File: src/rtl/traffic_light_monitor.sv
// Observer beside the traffic light controller: tracks the green->yellow->red
// sequence, times each phase, models the waiting vehicle queue and drives walkButton.
module traffic_light_monitor #(
    parameter int TIME_W  = 11,
    parameter int COUNT_W = 9
) (
    input  logic               clock,
    input  logic               reset,
    input  logic [1:0]         light,
    input  logic               carArrive,
    input  logic               pedPress,
    output logic               walkButton,
    output logic [COUNT_W-1:0] queueLen,
    output logic [TIME_W-1:0]  greenTime,
    output logic [TIME_W-1:0]  yellowTime,
    output logic [TIME_W-1:0]  redTime,
    output logic [COUNT_W-1:0] cycleCount,
    output logic               seqError,
    output logic               queueOverflow
);

    typedef enum logic [1:0] {S_INIT, S_GREEN, S_YELLOW, S_RED} state_t;

    localparam logic [1:0] L_GREEN  = 2'b10;
    localparam logic [1:0] L_YELLOW = 2'b01;
    localparam logic [1:0] L_RED    = 2'b00;
    localparam logic [1:0] L_BAD    = 2'b11;

    state_t               r_state;
    logic [TIME_W-1:0]    r_phase_cnt;
    logic                 r_ytoggle;
    logic [COUNT_W-1:0]   r_queue;
    logic [TIME_W-1:0]    r_green;
    logic [TIME_W-1:0]    r_yellow;
    logic [TIME_W-1:0]    r_red;
    logic [COUNT_W-1:0]   r_cycle;
    logic                 r_seq_err;
    logic                 r_ovf;
    logic                 r_walk;

    state_t               w_code_state;
    state_t               w_legal_next;
    logic                 w_tracking;
    logic                 w_enter_red;
    logic                 w_enter_yellow;
    logic                 w_depart;

    function automatic logic [TIME_W-1:0] sat_inc(input logic [TIME_W-1:0] v);
        if (v == {TIME_W{1'b1}})
            sat_inc = v;
        else
            sat_inc = v + TIME_W'(1);
    endfunction

    always_comb begin
        w_code_state = S_RED;
        case (light)
            L_GREEN:  w_code_state = S_GREEN;
            L_YELLOW: w_code_state = S_YELLOW;
            L_RED:    w_code_state = S_RED;
            default:  w_code_state = S_INIT;
        endcase
    end

    always_comb begin
        w_legal_next = S_INIT;
        case (r_state)
            S_GREEN:  w_legal_next = S_YELLOW;
            S_YELLOW: w_legal_next = S_RED;
            S_RED:    w_legal_next = S_GREEN;
            default:  w_legal_next = S_INIT;
        endcase
    end

    // INIT ignores 00/01, so red/yellow can only be entered from a tracking state
    assign w_tracking     = (r_state != S_INIT);
    assign w_enter_red    = w_tracking && (r_state != S_RED)    && (light == L_RED);
    assign w_enter_yellow = w_tracking && (r_state != S_YELLOW) && (light == L_YELLOW);
    assign w_depart       = (r_queue != '0) &&
                            ((r_state == S_GREEN) || ((r_state == S_YELLOW) && r_ytoggle));

    always_ff @(posedge clock) begin
        if (reset) begin
            r_state     <= S_INIT;
            r_phase_cnt <= '0;
            r_ytoggle   <= 1'b0;
            r_queue     <= '0;
            r_green     <= '0;
            r_yellow    <= '0;
            r_red       <= '0;
            r_cycle     <= '0;
            r_seq_err   <= 1'b0;
            r_ovf       <= 1'b0;
            r_walk      <= 1'b0;
        end else begin
            if (light == L_BAD) begin
                r_seq_err   <= 1'b1;
                r_state     <= S_INIT;
                r_phase_cnt <= '0;
            end else if (r_state == S_INIT) begin
                if (light == L_GREEN) begin
                    r_state     <= S_GREEN;
                    r_phase_cnt <= TIME_W'(1);
                end
            end else if (w_code_state == r_state) begin
                r_phase_cnt <= sat_inc(r_phase_cnt);
            end else begin
                r_state     <= w_code_state;
                r_phase_cnt <= TIME_W'(1);
                if (w_code_state == w_legal_next) begin
                    case (r_state)
                        S_GREEN:  r_green  <= r_phase_cnt;
                        S_YELLOW: r_yellow <= r_phase_cnt;
                        S_RED: begin
                            r_red   <= r_phase_cnt;
                            r_cycle <= r_cycle + COUNT_W'(1);
                        end
                        default: ;
                    endcase
                end else begin
                    r_seq_err <= 1'b1;
                end
            end

            if (w_enter_yellow)
                r_ytoggle <= 1'b0;
            else if (r_state == S_YELLOW)
                r_ytoggle <= ~r_ytoggle;

            // simultaneous arrival and departure cancel out
            if (carArrive && !w_depart) begin
                if (r_queue == {COUNT_W{1'b1}})
                    r_ovf <= 1'b1;
                else
                    r_queue <= r_queue + COUNT_W'(1);
            end else if (w_depart && !carArrive) begin
                r_queue <= r_queue - COUNT_W'(1);
            end

            if (w_enter_red)
                r_walk <= 1'b0;
            else if (pedPress && ((r_state == S_GREEN) || (r_state == S_YELLOW)))
                r_walk <= 1'b1;
        end
    end

    assign walkButton    = r_walk;
    assign queueLen      = r_queue;
    assign greenTime     = r_green;
    assign yellowTime    = r_yellow;
    assign redTime       = r_red;
    assign cycleCount    = r_cycle;
    assign seqError      = r_seq_err;
    assign queueOverflow = r_ovf;

endmodule

File: config.mk
export PLATFORM = sky130hd
export DESIGN_NAME = traffic_light_monitor
export DESIGN_NICKNAME = d
export VERILOG_FILES = /design/src/rtl/traffic_light_monitor.sv
export SDC_FILE = /design/constraint.sdc
export NUM_CORES = 1
export LEC_CHECK = 0
export BUFFER_PORTS_ARGS = -buffer_cell sky130_fd_sc_hd__buf_2
export CORE_MARGIN = 1.5
export CORE_UTILIZATION = 55
export DETAILED_ROUTE_END_ITERATION = 10
export PLACE_DENSITY_LB_ADDON = 0.08
export SYNTH_ARGS = -nofsm -noshare
export SYNTH_HDL_FRONTEND = slang
export SYNTH_SLANG_ARGS = --single-unit
File: constraint.sdc
create_clock -name clock -period 3.76 [get_ports clock]
set_clock_uncertainty 0.05 [all_clocks]
set_input_delay 0.376 -clock clock [delete_from_list [all_inputs] [get_ports clock]]
set_output_delay 0.376 -clock clock [all_outputs]
set_load 0.05 [all_outputs]
== Word level (Yosys, flattened, before mapping) ==
Cells that the tools add are included.

* Divide/modulo/power cells: 0
* Magnitude comparators: 0
* Equality and inequality tests: 19
* $mul: 0
* Add/sub/neg operators: 4
* Mux-type cells: 16
* Bitwise logic cells: 4
* Shifts and indexed selects: 0
* Reductions and logical operators: 29

{| class="wikitable"
|+ Operators by type and width
! operator !! number
|-
| $mux 11 || 4
|-
| $mux 9 || 3
|-
| $add 9x1->9 const B || 2
|-
| $reduce_and 5->1 || 3
|-
| $ne 2x2->1 const B || 7
|-
| $pmux 2 s3 || 2
|-
| $add 11x1->11 const B || 1
|-
| $eq 11x11->1 const B || 1
|-
| $eq 9x9->1 const B || 1
|-
| $logic_and 1x1->1 || 9
|-
| $reduce_bool 9->1 || 1
|-
| $sub 9x1->9 const B || 1
|-
| $eq 2x2->1 const B || 4
|-
| $reduce_and 2->1 || 4
|-
| $mux 2 || 3
|-
| $reduce_or 2->1 || 3
|-
| $eq 2x1->1 const B || 2
|-
| $eq 2x2->1 || 2
|-
| $logic_not 2->1 || 2
|-
| $mux 1 || 4
|-
| $not 1->1 || 4
|-
| $reduce_bool 2->1 || 2
|-
| $ne 3x3->1 const B || 1
|-
| $reduce_and 3->1 || 1
|-
| other kinds (3) || 5
|}

* Input port bits: 6
* Register bits: 68
* Memory bits (writable): 0
* Memories: 0
* Logic and storage cells: 83
* ROM bits: 0
* Output and inout port bits: 54
* Bits in latches: 0

== Depth between registers and ports, before layout ==
Gate-level depths: netlist (run 1).

* Word-level depth: 8
* Gate-level depth with buffers: 12
* Gate-level depth less buffers: 11

== Worst setup path before layout (run 1) ==
OpenSTA, ideal clock, no wires.

* Path kind: register to register
* Start: register r_queue[0] (netlist: queueLen[0])
* End: register r_queue[8] (netlist: queueLen[8])
* Setup time: 0.121 ns
* Arrival time: 2.799 ns
* Clock period less this slack: 2.970 ns
* Cell stages (with the launch flop): 11
* Path buffers: 1
* Setup slack: 0.790 ns
* Data required time: 3.589 ns
* Cell sequence: dfxtp_1 -> clkbuf_1 -> nor4b_1 -> a32o_1 -> inv_1 -> ha_1 -> o21ai_0 -> a211oi_1 -> o31a_1 -> o21ai_0 -> mux2_2

* Cells in the longest elaborated chain, start to end: 6
* Elaborated cells on any way between the ends: 14
* Those cells by class: add/sub (2); eq/ne (2); mux (3); reduce/logical (7)

{| class="wikitable"
|+ RTL lines
! what !! RTL line !! RTL
|-
| start, declared || 32 || <nowiki>logic [COUNT_W-1:0] r_queue;</nowiki>
|-
| start signal, assigned || 135 || <nowiki>r_queue <= r_queue + COUNT_W'(1);</nowiki>
|-
| start signal, assigned || 137 || <nowiki>r_queue <= r_queue - COUNT_W'(1);</nowiki>
|-
| parallel branches: the longest is 6 deep, another holds $sub 9x1->9 || - ||
|}

Parallel ways; which one is timed is not known. The select of a mux whose other input is x is not followed.
A chain may end at the register's enable or synchronous reset.

== Worst setup path in the final report (run 1) ==
* Start: register r_state[1]
* End: register r_queue[8] (netlist: queueLen[8])

* Cells in the longest elaborated chain, start to end: 8
* Elaborated cells on any way between the ends: 12
* Those cells by class: eq/ne (3); mux (1); reduce/logical (8)

{| class="wikitable"
|+ RTL lines
! what !! RTL line !! RTL
|-
| start, declared || 29 || <nowiki>state_t r_state;</nowiki>
|-
| start signal, assigned || 108 || <nowiki>r_state <= w_code_state;</nowiki>
|-
| $eq 2x2->1 || 80 || <nowiki>((r_state == S_GREEN) || ((r_state == S_YELLOW) && r_ytoggle));</nowiki>
|-
| $logic_and 1x1->1 || 80 ||
|-
| $logic_or 1x1->1 * || 80 ||
|-
| $logic_and 1x1->1 * || 79 || <nowiki>assign w_depart = (r_queue != '0) &&</nowiki>
|-
| $logic_not 1->1 || 131 || <nowiki>if (carArrive && !w_depart) begin</nowiki>
|-
| $logic_and 1x1->1 || 131 ||
|-
| $ne 2x2->1 (no line) or $reduce_bool 2->1 (tied branches) || - ||
|-
| $reduce_and 2->1 (no line) || - ||
|}

Mark *: on every way between the ends. The rest lies on a longest branch, timed or not.

==> results.sh, run 1 <==
export IMPL_grt_pass1_vias=2853
export IMPL_postCtsSetupBuffers=0
export IMPL_arrival_ns=3.47
export IMPL_portBuffers=59
export IMPL_multi_input_area_mm2=0.001906
export IMPL_tns_ns=0
export IMPL_leakage_nw=1.576
export IMPL_vdd_ir_drop_max_v=0.0005384
export IMPL_startpoint_type="flop"
export IMPL_synthMuxAreaShare_pct=3.706
export IMPL_antenna_found_initial=0
export IMPL_path_cells="inv_1 -> ha_1 -> a21oi_1 -> a32o_1 -> inv_1 -> ha_1 -> o21ai_0 -> a211oi_1 -> o31a_1 -> o21ai_0 -> mux2_2"
export IMPL_cap_viol_max_count=0
export IMPL_drc=0
export IMPL_area_growth_pct=14.53
export IMPL_core_rowCount=28
export IMPL_synth_edff_count=0
export IMPL_cts_hold_buf=0
export IMPL_hold_viol=0
export IMPL_rsz0062_at_grt="no"
export IMPL_fin_util_pct=65.83
export IMPL_setup_violations=0
export IMPL_min_period_ns=3.295
export IMPL_coreArea_mm2=0.005991
export IMPL_critPathMaxStageDelay_ns=0.45
export IMPL_clk_pin_slew_ns=0.08
export IMPL_syn_cell_area_mm2=0.003443
export IMPL_antenna_left=0
export IMPL_viasPerCell=6.047
export IMPL_htree_num_levels=3
export IMPL_synth_cell_types=51
export IMPL_grt_pass1_wl_mm=13.51
export IMPL_cts_buffers=9
export IMPL_cts_tree="yes"
export IMPL_synth_most_common_cell="dfxtp_1"
export IMPL_grt_start_max_net_pins=66
export IMPL_p_per_area_mw_per_mm2=569.8
export IMPL_period_share_pct=87.65
export IMPL_diodes=0
export IMPL_clock_path_buffers=2
export IMPL_p_total_mw=2.247
export IMPL_crit_path_end_kind="flop"
export IMPL_first_pass_iters=4
export IMPL_fmax_mhz=303.4
export IMPL_drtIter0Drc=201
export IMPL_critPathMaxFanout=13
export IMPL_routed_wl_mm=8.332
export IMPL_synth_warnings=0
export IMPL_tightestPinTransition_ns=0.8500
export IMPL_netlist_top_cell_by_area="dfxtp_1"
export IMPL_synthSimpleGateAreaFrac_pct=19.80
export IMPL_synth_cells=413
export IMPL_chipHeight_um=82.13
export IMPL_yosysSeqAreaShare_pct=39.53
export IMPL_hold_class="input pin to flop"
export IMPL_overflow=0
export IMPL_dp_hpwl_mm=5.649
export IMPL_synthArstFlopShare_pct=0
export IMPL_synthesis_nets=433
export IMPL_seqCellArea_mm2=0.001361
export IMPL_wl_per_cell_um=15.63
export IMPL_initial_core_util_pct=57.48
export IMPL_cp_top_family="compound AO/OA/AOI/OAI gates"
export IMPL_syn_avg_cell_area_um2=8.337
export IMPL_slowest_stage="dfxtp_1"
export IMPL_worst_path_buf_inv=2
export IMPL_nets=474
export IMPL_io_pins=60
export IMPL_synth_area_leaders="dfxtp_1 (40%), a21oi_1 (7.3%), o21ai_0 (7.0%)"
export IMPL_synth_fa_ha_area_share_pct=5.305
export IMPL_worstSkewPairLatency_ns=0.33
export IMPL_synth_top_family_by_area="compound AO/OA/AOI/OAI gates"
export IMPL_place_congestion=0.8438
export IMPL_vias=3223
export IMPL_synthXorXnorAreaFrac_pct=1.781
export IMPL_fill_cells=537
export IMPL_ys_flop_type="dfxtp_1"
export IMPL_ctsResizeCount=0
export IMPL_die_w_um=82.13
export IMPL_die_area_mm2=0.006745
export IMPL_clock_sinks=68
export IMPL_cts_root_buf="clkbuf_8"
export IMPL_synth_top_area_share_pct=39.53
export IMPL_outcome="complete, no violations"
export IMPL_grt_usage_pct=25.70
export IMPL_path_class="flop to flop"
export IMPL_synth_seq_cells=68
export IMPL_synth_compound_area_share_pct=24.49
export IMPL_slew_violations=0
export IMPL_drive_gt1_share_pct=19.65
export IMPL_holdWs_ns=0.3265
export IMPL_relSlewSlack_pct=43.33
export IMPL_ys_top_cells_by_count="dfxtp_1 (68), a21oi_1 (50), o21ai_0 (48), nand3_1 (43)"
export IMPL_cp_required_ns=3.94
==> path summary, 6_finish.rpt <==
path	slack, ns	depth (start not counted)	start	endpoint
max	0.46	11	r_state[1]	queueLen[8]
min	0.33	3	pedPress	walkButton
max reg2reg	0.46	11	r_state[1]	queueLen[8]
min reg2reg	0.42	2	yellowTime[0]	yellowTime[0]
==> logic make-up (layout without fill, tap and decap cells) <==
group                      after synthesis  count (layout)
xor gates and xnor gates                 7               7
adders and majority gates               14              14
muxes                                   12              12
AOI/OAI and AO/OA                      141             141
DFF                                     68              68
buffers and inverters                   43              88
and+or+nand+nor                        128             128
==> sequential cells by signal (all words and copies together) (netlist names), 2 cells and up <==
| name | count |
|---|---|
| cycleCount | 9 |
| greenTime | 11 |
| queueLen | 9 |
| r_phase_cnt | 11 |
| r_state | 2 |
| redTime | 11 |
| yellowTime | 11 |
==> metrics by stage <==
stage / instance area (um^2) / setup WS [ns] / instances
3_3_place_gp: 3731 / 0.6039 / 518
4_1_cts: 3944 / 0.4950 / 533
5_1_grt: 3944 / 0.1726 / 533
2_1_floorplan: 3443 / 0.7901 / 413
3_5_place_dp: 3731 / 0.4992 / 518
6_report: 3944 / 0.4645 / 533
==> layout make-up <==
| type | instances | area share [%] |
|---|---|---|
| Tap cell | 75 | 2.379 |
| Clock buffer | 9 | 3.141 |
| Multi-Input combinational cell | 302 | 48.32 |
| Timing Repair Buffer | 65 | 8.629 |
| Inverter | 8 | 0.7614 |
| Clock inverter | 6 | 2.253 |
| Sequential cell | 68 | 34.52 |
==> cells in the final DEF, fill, tap and decap left out, types with 4 or more instances in the layout <==
cell type / count
a32o_1: 6
inv_1: 8
clkbuf_8: 9
nand4_1: 5
dfxtp_1: 68
nor2b_1: 7
mux2_2: 6
nor3_1: 8
nand2b_1: 5
or3_1: 5
mux2i_1: 6
nand3_1: 43
nand2_1: 7
nor2_1: 25
a21oi_1: 50
buf_2: 59
o41ai_1: 4
a211oi_1: 7
buf_4: 6
nor4_1: 4
o21ai_0: 48
and3_1: 5
a31oi_1: 5
xnor2_1: 5
ha_1: 13
==> worst reg2reg max path: stages, from the launching register on <==
cell and delay [ns]:
dfxtp_1 0.45, inv_1 0.12, ha_1 0.37, a21oi_1 0.25, a32o_1 0.27, inv_1 0.18, ha_1 0.36, o21ai_0 0.24
a211oi_1 0.11, o31a_1 0.28, o21ai_0 0.18, mux2_2 0.35
==> report_power, final <==
part	switching [mW]	leakage, nW	internal [mW]	total [mW]
clock	0.289	0.102	0.371	0.660
sequential	0.0676	0.551	0.767	0.834
combinational	0.485	0.923	0.267	0.752
==> routing by layer <==
| metal | global-route usage, % | up-vias | wire length (um) |
|---|---|---|---|
| met5 | 0 | - | 0 |
| met4 | 7.966 | 0 | 111 |
| met3 | 4.725 | 10 | 490 |
| met2 | 41.07 | 93 | 3793 |
| met1 | 35.17 | 1521 | 3936 |
| li1 | - | 1599 | - |
(Power assumes the default switching activity.)
==> inputs of run 2 (changes only) <==
==> constraint.sdc (replaced) <==
create_clock -name clock -period 4.1 [get_ports clock]
set_clock_uncertainty 0.05 [all_clocks]
set_input_delay 0.615 -clock clock [delete_from_list [all_inputs] [get_ports clock]]
set_output_delay 0.615 -clock clock [all_outputs]
set_load 0.05 [all_outputs]
==> run 2 against run 1 <==
Against the previous run:
- register-to-register slack improved by 0.23 ns
- core utilization fell by 0.29 points
- combinational power fell by 9.2%
- die area did not move
- total power fell by 11%
- worst hold slack improved by 0.093 ns
- sequential share of layout area rose by 0.15 points
- via count fell by 1.8%
- non-clock buffer count fell by 1
- routed wire length barely moved
==> results.sh, run 2 (synthesis gave the netlist of run 1 again) <==
export IMPL_htree_num_levels=3
export IMPL_worst_r2r_path_depth=11
export IMPL_outcome="complete, no violations"
export IMPL_io_pins=60
export IMPL_clock_sinks=68
export IMPL_hold_path_depth=2
export IMPL_worstSkewPairLatency_ns=0.33
export IMPL_drive_gt1_share_pct=19.43
export IMPL_cap_viol_max_count=0
export IMPL_ctsResizeCount=0
export IMPL_rsz0062_at_grt="no"
export IMPL_first_pass_iters=5
export IMPL_core_rowCount=28
export IMPL_initial_core_util_pct=57.48
export IMPL_die_area_mm2=0.006745
export IMPL_diodes=0
export IMPL_tightestPinTransition_ns=0.8449
export IMPL_grt_usage_pct=25.67
export IMPL_fill_cells=550
export IMPL_min_to="redTime[0]"
export IMPL_cts_buffers=9
export IMPL_arrival_ns=3.57
export IMPL_postCtsSetupBuffers=0
export IMPL_critPathMaxStageDelay_ns=0.46
export IMPL_finalNonFillerCells=533
export IMPL_fin_util_pct=65.54
export IMPL_grt_pass1_wl_mm=13.34
export IMPL_coreArea_mm2=0.005991
export IMPL_wl_met3_um=493
export IMPL_clock_path_buffers=2
export IMPL_mostFrequentLayoutCell="dfxtp_1"
export IMPL_dp_cells=517
export IMPL_die_w_um=82.13
export IMPL_final_cell_mix="dfxtp_1 (68), buf_2 (59), a21oi_1 (50), o21ai_0 (48), nand3_1 (43)"
export IMPL_grt_start_max_net_pins=59
export IMPL_drtIter0Drc=208
export IMPL_area_growth_pct=14.03
export IMPL_period_share_pct=83.09
export IMPL_min_delay_start="redTime[0]"
export IMPL_p_total_mw=2.008
export IMPL_path_class="flop to flop"
export IMPL_cp_required_ns=4.27
export IMPL_vias=3166
export IMPL_portBuffers=59
export IMPL_antenna_found_initial=0
export IMPL_drt_met1_wl_mm=3.943
export IMPL_holdWs_ns=0.4198
export IMPL_cts_tree="yes"
export IMPL_leakage_nw=1.571
export IMPL_crit_path_end_kind="flop"
export IMPL_viasPerCell=5.940
export IMPL_clk_pin_slew_ns=0.07
export IMPL_antenna_left=0
export IMPL_dp_hpwl_mm=5.676
export IMPL_nets=473
export IMPL_r2r_setup_slack_ns=0.69
export IMPL_chipHeight_um=82.13
export IMPL_cp_top_family="compound AO/OA/AOI/OAI gates"
export IMPL_grt_pass1_vias=2769
export IMPL_drc=0
export IMPL_p_per_area_mw_per_mm2=511.5
export IMPL_slew_violations=0
export IMPL_fmax_mhz=293.6
export IMPL_startpoint_type="flop"
export IMPL_cts_hold_buf=0
export IMPL_overflow=0
export IMPL_routed_wl_mm=8.325
export IMPL_place_congestion=0.8553
export IMPL_highest_layer="met4"
export IMPL_r2r_end="queueLen[8]"
export IMPL_hold_class="flop to flop"
export IMPL_path_cells="inv_1 -> ha_1 -> a21oi_1 -> a32o_1 -> inv_1 -> ha_1 -> o21ai_0 -> a211oi_1 -> o31a_1 -> o21ai_0 -> mux2_2"
export IMPL_slowest_stage="dfxtp_1"
export IMPL_tns_ns=0
export IMPL_setup_violations=0
export IMPL_cts_root_buf="clkbuf_8"
export IMPL_hold_viol=0
export IMPL_wl_met2_mm=3.842
export IMPL_rr_startpoint="r_state[0]"
export IMPL_worst_path_buf_inv=2
export IMPL_wl_per_cell_um=15.62
export IMPL_critPathMaxFanout=16
export IMPL_relSlewSlack_pct=43.67
export IMPL_vdd_ir_drop_max_v=0.0004398
export IMPL_min_period_ns=3.406
-- run 2: cell count changes in the layout (fill, tap and decap cells not counted), sizes merged --
cell / before / now
clkinv: 1 / 2
clkbuf: 9 / 12
inv: 9 / 8
bufinv: 2 / 1
buf: 65 / 64
clkinvlp: 2 / 1
-- run 2: tightest hold or removal path, stage by stage, from the launching register on --
cell	delay [ns]
dfxtp_1	0.31
o21ai_0	0.06
a21oi_1	0.06
-- run 2: stage by stage --
stage / area, um^2 / setup WS (ns)
2_1_floorplan: 3443 / 1.130
4_1_cts: 3926 / 0.7055
6_report: 3926 / 0.6935
3_3_place_gp: 3724 / 0.8895
3_5_place_dp: 3724 / 0.7358
5_1_grt: 3926 / 0.4249
-- run 2: cell type report --
class                      count  area (um^2)  share of cell area (%)
timing repair buffer          64        332.8                   8.477
inverter                       8        30.03                  0.7648
multi-input combinational    302         1906                   48.53
sequential                    68         1361                   34.67
tap                           75        93.84                   2.390
clock inverter                 4        47.55                   1.211
clock buffer                  12        155.1                   3.952
-- run 2: worst max path at each step --
stage / slack (ns) / to / cells past startpoint / startpoint
detailed placement: 0.74 / queueLen[8] / 11 / r_state[0]
finish: 0.69 / queueLen[8] / 11 / r_state[0]
floorplan: 1.13 / queueLen[8] / 10 / queueLen[0]
global placement: 0.89 / queueLen[8] / 11 / r_state[0]
global route: 0.42 / queueLen[8] / 10 / r_state[1]
CTS: 0.71 / queueLen[8] / 11 / r_state[0]
-- run 2: metal layers --
layer / vias up / track usage, %
met3: 4 / 4.505
met4: 0 / 7.797
met5: - / 0
li1: 1600 / -
met1: 1468 / 35.84
met2: 94 / 40.33
-- run 2: report_power, final --
part,internal [mW],switching [mW]
combinational,0.246,0.437
sequential,0.703,0.0636
clock,0.313,0.245
total,1.26,0.746
==> inputs of run 3 (changes only) <==
--- a/config.mk
+++ b/config.mk
@@ -5,9 +5,10 @@
 export SDC_FILE = /design/constraint.sdc
 export NUM_CORES = 1
 export LEC_CHECK = 0
+export ABC_AREA = 1
 export BUFFER_PORTS_ARGS = -buffer_cell sky130_fd_sc_hd__buf_2
 export CORE_MARGIN = 1.5
-export CORE_UTILIZATION = 55
+export CORE_UTILIZATION = 50
 export DETAILED_ROUTE_END_ITERATION = 10
 export PLACE_DENSITY_LB_ADDON = 0.08
 export SYNTH_ARGS = -nofsm -noshare
==> constraint.sdc (replaced) <==
create_clock -name clock -period 3 [get_ports clock]
set_clock_uncertainty 0.05 [all_clocks]
set_input_delay 0.45 -clock clock [delete_from_list [all_inputs] [get_ports clock]]
set_output_delay 0.45 -clock clock [all_outputs]
set_load 0.05 [all_outputs]
==> run 3 against run 2 <==
Against the previous run:
- cell count grew 12%
- die area is 3.7% higher
- combinational power decreased by 21%
- worst setup slack got worse by 0.39 ns
- sequential share of layout area grew 0.66 points
- sequential power rose by 29%
- worst hold slack worse by 0.024 ns
- clock power rose by 57%
- maximum frequency increased by 26%
==> results.sh, run 3 <==
export IMPL_drive_gt1_share_pct=16.41
export IMPL_nets=533
export IMPL_period_share_pct=89.97
export IMPL_place_congestion=0.8537
export IMPL_synth_top_area_share_pct=41.88
export IMPL_rsz0062_at_grt="no"
export IMPL_htree_num_levels=3
export IMPL_synthXorXnorAreaFrac_pct=4.311
export IMPL_cts_tree="yes"
export IMPL_tightestPinTransition_ns=0.6158
export IMPL_synth_compound_area_share_pct=16.24
export IMPL_slowest_stage="dfxtp_1"
export IMPL_r2r_setup_slack_ns=0.30
export IMPL_grt_pass1_wl_mm=12.41
export IMPL_leakage_nw=1.803
export IMPL_vdd_ir_drop_max_v=0.0004497
export IMPL_clock_sinks=68
export IMPL_dp_hpwl_mm=5.141
export IMPL_final_cell_mix="nor2_1 (101), dfxtp_1 (68), nand2_1 (60), buf_2 (59), o21ai_0 (53)"
export IMPL_wl_per_cell_um=12.38
export IMPL_vias=3073
export IMPL_die_area_mm2=0.006994
export IMPL_hold_viol=0
export IMPL_setup_violations=0
export IMPL_holdWs_ns=0.3957
export IMPL_syn_avg_cell_area_um2=7.208
export IMPL_synth_seq_cells=68
export IMPL_yosysSeqAreaShare_pct=41.88
export IMPL_die_w_um=83.63
export IMPL_hold_class="input pin to flop"
export IMPL_drtIter0Drc=126
export IMPL_min_period_ns=2.699
export IMPL_switching_share_pct=32.08
export IMPL_clock_path_buffers=2
export IMPL_syn_cell_area_mm2=0.003251
export IMPL_tns_ns=0
export IMPL_synth_cell_types=28
export IMPL_arrival_ns=2.89
export IMPL_dpl_cell_area_mm2=0.003593
export IMPL_diodes=0
export IMPL_area_growth_pct=18.51
export IMPL_synth_top_family_by_area="simple AND/OR/NAND/NOR gates"
export IMPL_synth_edff_count=0
export IMPL_p_total_mw=2.404
export IMPL_crit_path_end_kind="flop"
export IMPL_io_pins=60
export IMPL_slew_violations=0
export IMPL_worstSkewPairLatency_ns=0.34
export IMPL_antenna_left=0
export IMPL_fill_cells=623
export IMPL_design_area_mm2=0.003852
export IMPL_synth_warnings=0
export IMPL_clk_pin_slew_ns=0.07
export IMPL_cts_root_buf="clkbuf_8"
export IMPL_combPwrFrac_pct=22.5
export IMPL_synth_most_common_cell="nor2_1"
export IMPL_critPathMaxFanout=6
export IMPL_synth_cells=451
export IMPL_synth_area_leaders="dfxtp_1 (42%), nor2_1 (12%), o21ai_0 (8.2%)"
export IMPL_synthMuxAreaShare_pct=0
export IMPL_grt_start_max_net_pins=36
export IMPL_ys_top_cells_by_count="nor2_1 (101), dfxtp_1 (68), nand2_1 (61), o21ai_0 (53), inv_1 (39)"
export IMPL_p_per_area_mw_per_mm2=624.0
export IMPL_coreArea_mm2=0.006314
export IMPL_routed_wl_mm=7.366
export IMPL_fin_util_pct=61.02
export IMPL_viasPerCell=5.165
export IMPL_portBuffers=59
export IMPL_grt_pass1_vias=2753
export IMPL_antenna_found_initial=0
export IMPL_switchingPower_mw=0.7712
export IMPL_synthesis_nets=471
export IMPL_power_frac_seq_pct=41.2
export IMPL_power_internal_mw=1.633
export IMPL_cts_buffers=9
export IMPL_outcome="complete, no violations"
export IMPL_first_pass_iters=4
export IMPL_cp_required_ns=3.19
export IMPL_synthSimpleGateAreaFrac_pct=25.25
export IMPL_relSlewSlack_pct=58.79
export IMPL_core_rowCount=29
export IMPL_initial_core_util_pct=51.49
export IMPL_fmax_mhz=370.5
export IMPL_mostFrequentLayoutCell="nor2_1"
export IMPL_netlist_top_cell_by_area="dfxtp_1"
export IMPL_cap_viol_max_count=0
export IMPL_grt_usage_pct=21.71
export IMPL_critPathMaxStageDelay_ns=0.39
export IMPL_synthArstFlopShare_pct=0
export IMPL_path_class="flop to flop"
export IMPL_overflow=0
export IMPL_ys_flop_type="dfxtp_1"
export IMPL_drc=0
export IMPL_startpoint_type="flop"
export IMPL_p_clk_share_pct=36.3
export IMPL_synth_fa_ha_area_share_pct=5.620
export IMPL_chipHeight_um=83.63
export IMPL_path_cells="inv_1 -> ha_1 -> nand2_1 -> inv_1 -> nor2_1 -> o21bai_1 -> nand2_2 -> buf_4 -> ha_1 -> nand3_1 -> nand2_1 -> a21oi_1 -> nand3_1 -> nand3_1 -> nand2_1 -> inv_1 -> nor2_1"
[run 3: cell types whose count changed after synthesis, moves of 7 or more]
cell | before | now
a21oi_1 | 50 | 35
clkbuf_1 | 25 | 7
inv_1 | 8 | 39
nand2_1 | 7 | 61
nand3_1 | 43 | 25
nor2_1 | 25 | 101
nor2b_1 | 7 | 0
xor2_1 | 2 | 11
[run 3: path summary, 6_finish.rpt]
kind	from	cells after the start	endpoint
worst max-delay path	r_state[0]	17	queueLen[8]
worst min-delay path	reset	2	seqError
worst max register to register	r_state[0]	17	queueLen[8]
worst min register to register	yellowTime[7]	2	yellowTime[7]
[run 3: area by class of cell]
class                      instances  area, um^2  area share (%)
sequential                        68        1361           35.34
multi-input combinational        330        1674           43.46
clock inverter                     5       82.58           2.144
inverter                          39       146.4           3.800
timing repair buffer              65       340.3           8.834
clock buffer                      11       151.4           3.930
tap                               77       96.34           2.501
[run 3: metrics by stage]
stage | instances | worst slack [ns]
after global routing | 595 | 0.07280
after global placement | 576 | 0.3149
final | 595 | 0.3010
after detailed placement | 576 | 0.2145
after CTS | 592 | 0.1936
after floorplan | 451 | 0.5353
[run 3: worst max-delay path, delay by kind of cell, from the launching register on]
kind / cells / cell delay (ns)
simple gates: 9 / 0.85
fa+ha+maj: 2 / 0.57
flops: 1 / 0.39
buf+inv: 4 / 0.37
compound gates: 2 / 0.35
[run 3: logic make-up (layout without fill, tap and decap cells)]
logic type	count (synthesis)	count (layout)
and+or+nand+nor	200	200
AOI/OAI and AO/OA	100	100
xor gates and xnor gates	16	16
DFF	68	68
buffers and inverters	53	120
adders and majority gates	14	14
[run 3: repair_timing]
action | 4_1_cts | 5_1_grt
endpoints found under the hold margin | 0 | 0
hold buffers | 0 | 0
gates resized for setup | 0 | 1
setup endpoints to repair | 0 | 4
setup buffers | 0 | 3
[run 3: metal layers]
metal / GRT usage [%] / part of all wire (%)
met5: 0 / 0
met1: 27.89 / 48
met3: 6.133 / 5.4
met4: 7.452 / 1.5
met2: 35.12 / 45
[run 3: power groups by stage]
stage                     combinational, mW  sequential, mW  clock, mW
after floorplan                       0.319            1.11          0
after global placement                0.523            1.01          0
after detailed placement              0.528            1.01          0
after CTS                             0.530           0.989      0.896
after global routing                  0.598           0.997      0.935
final                                 0.541           0.990      0.874
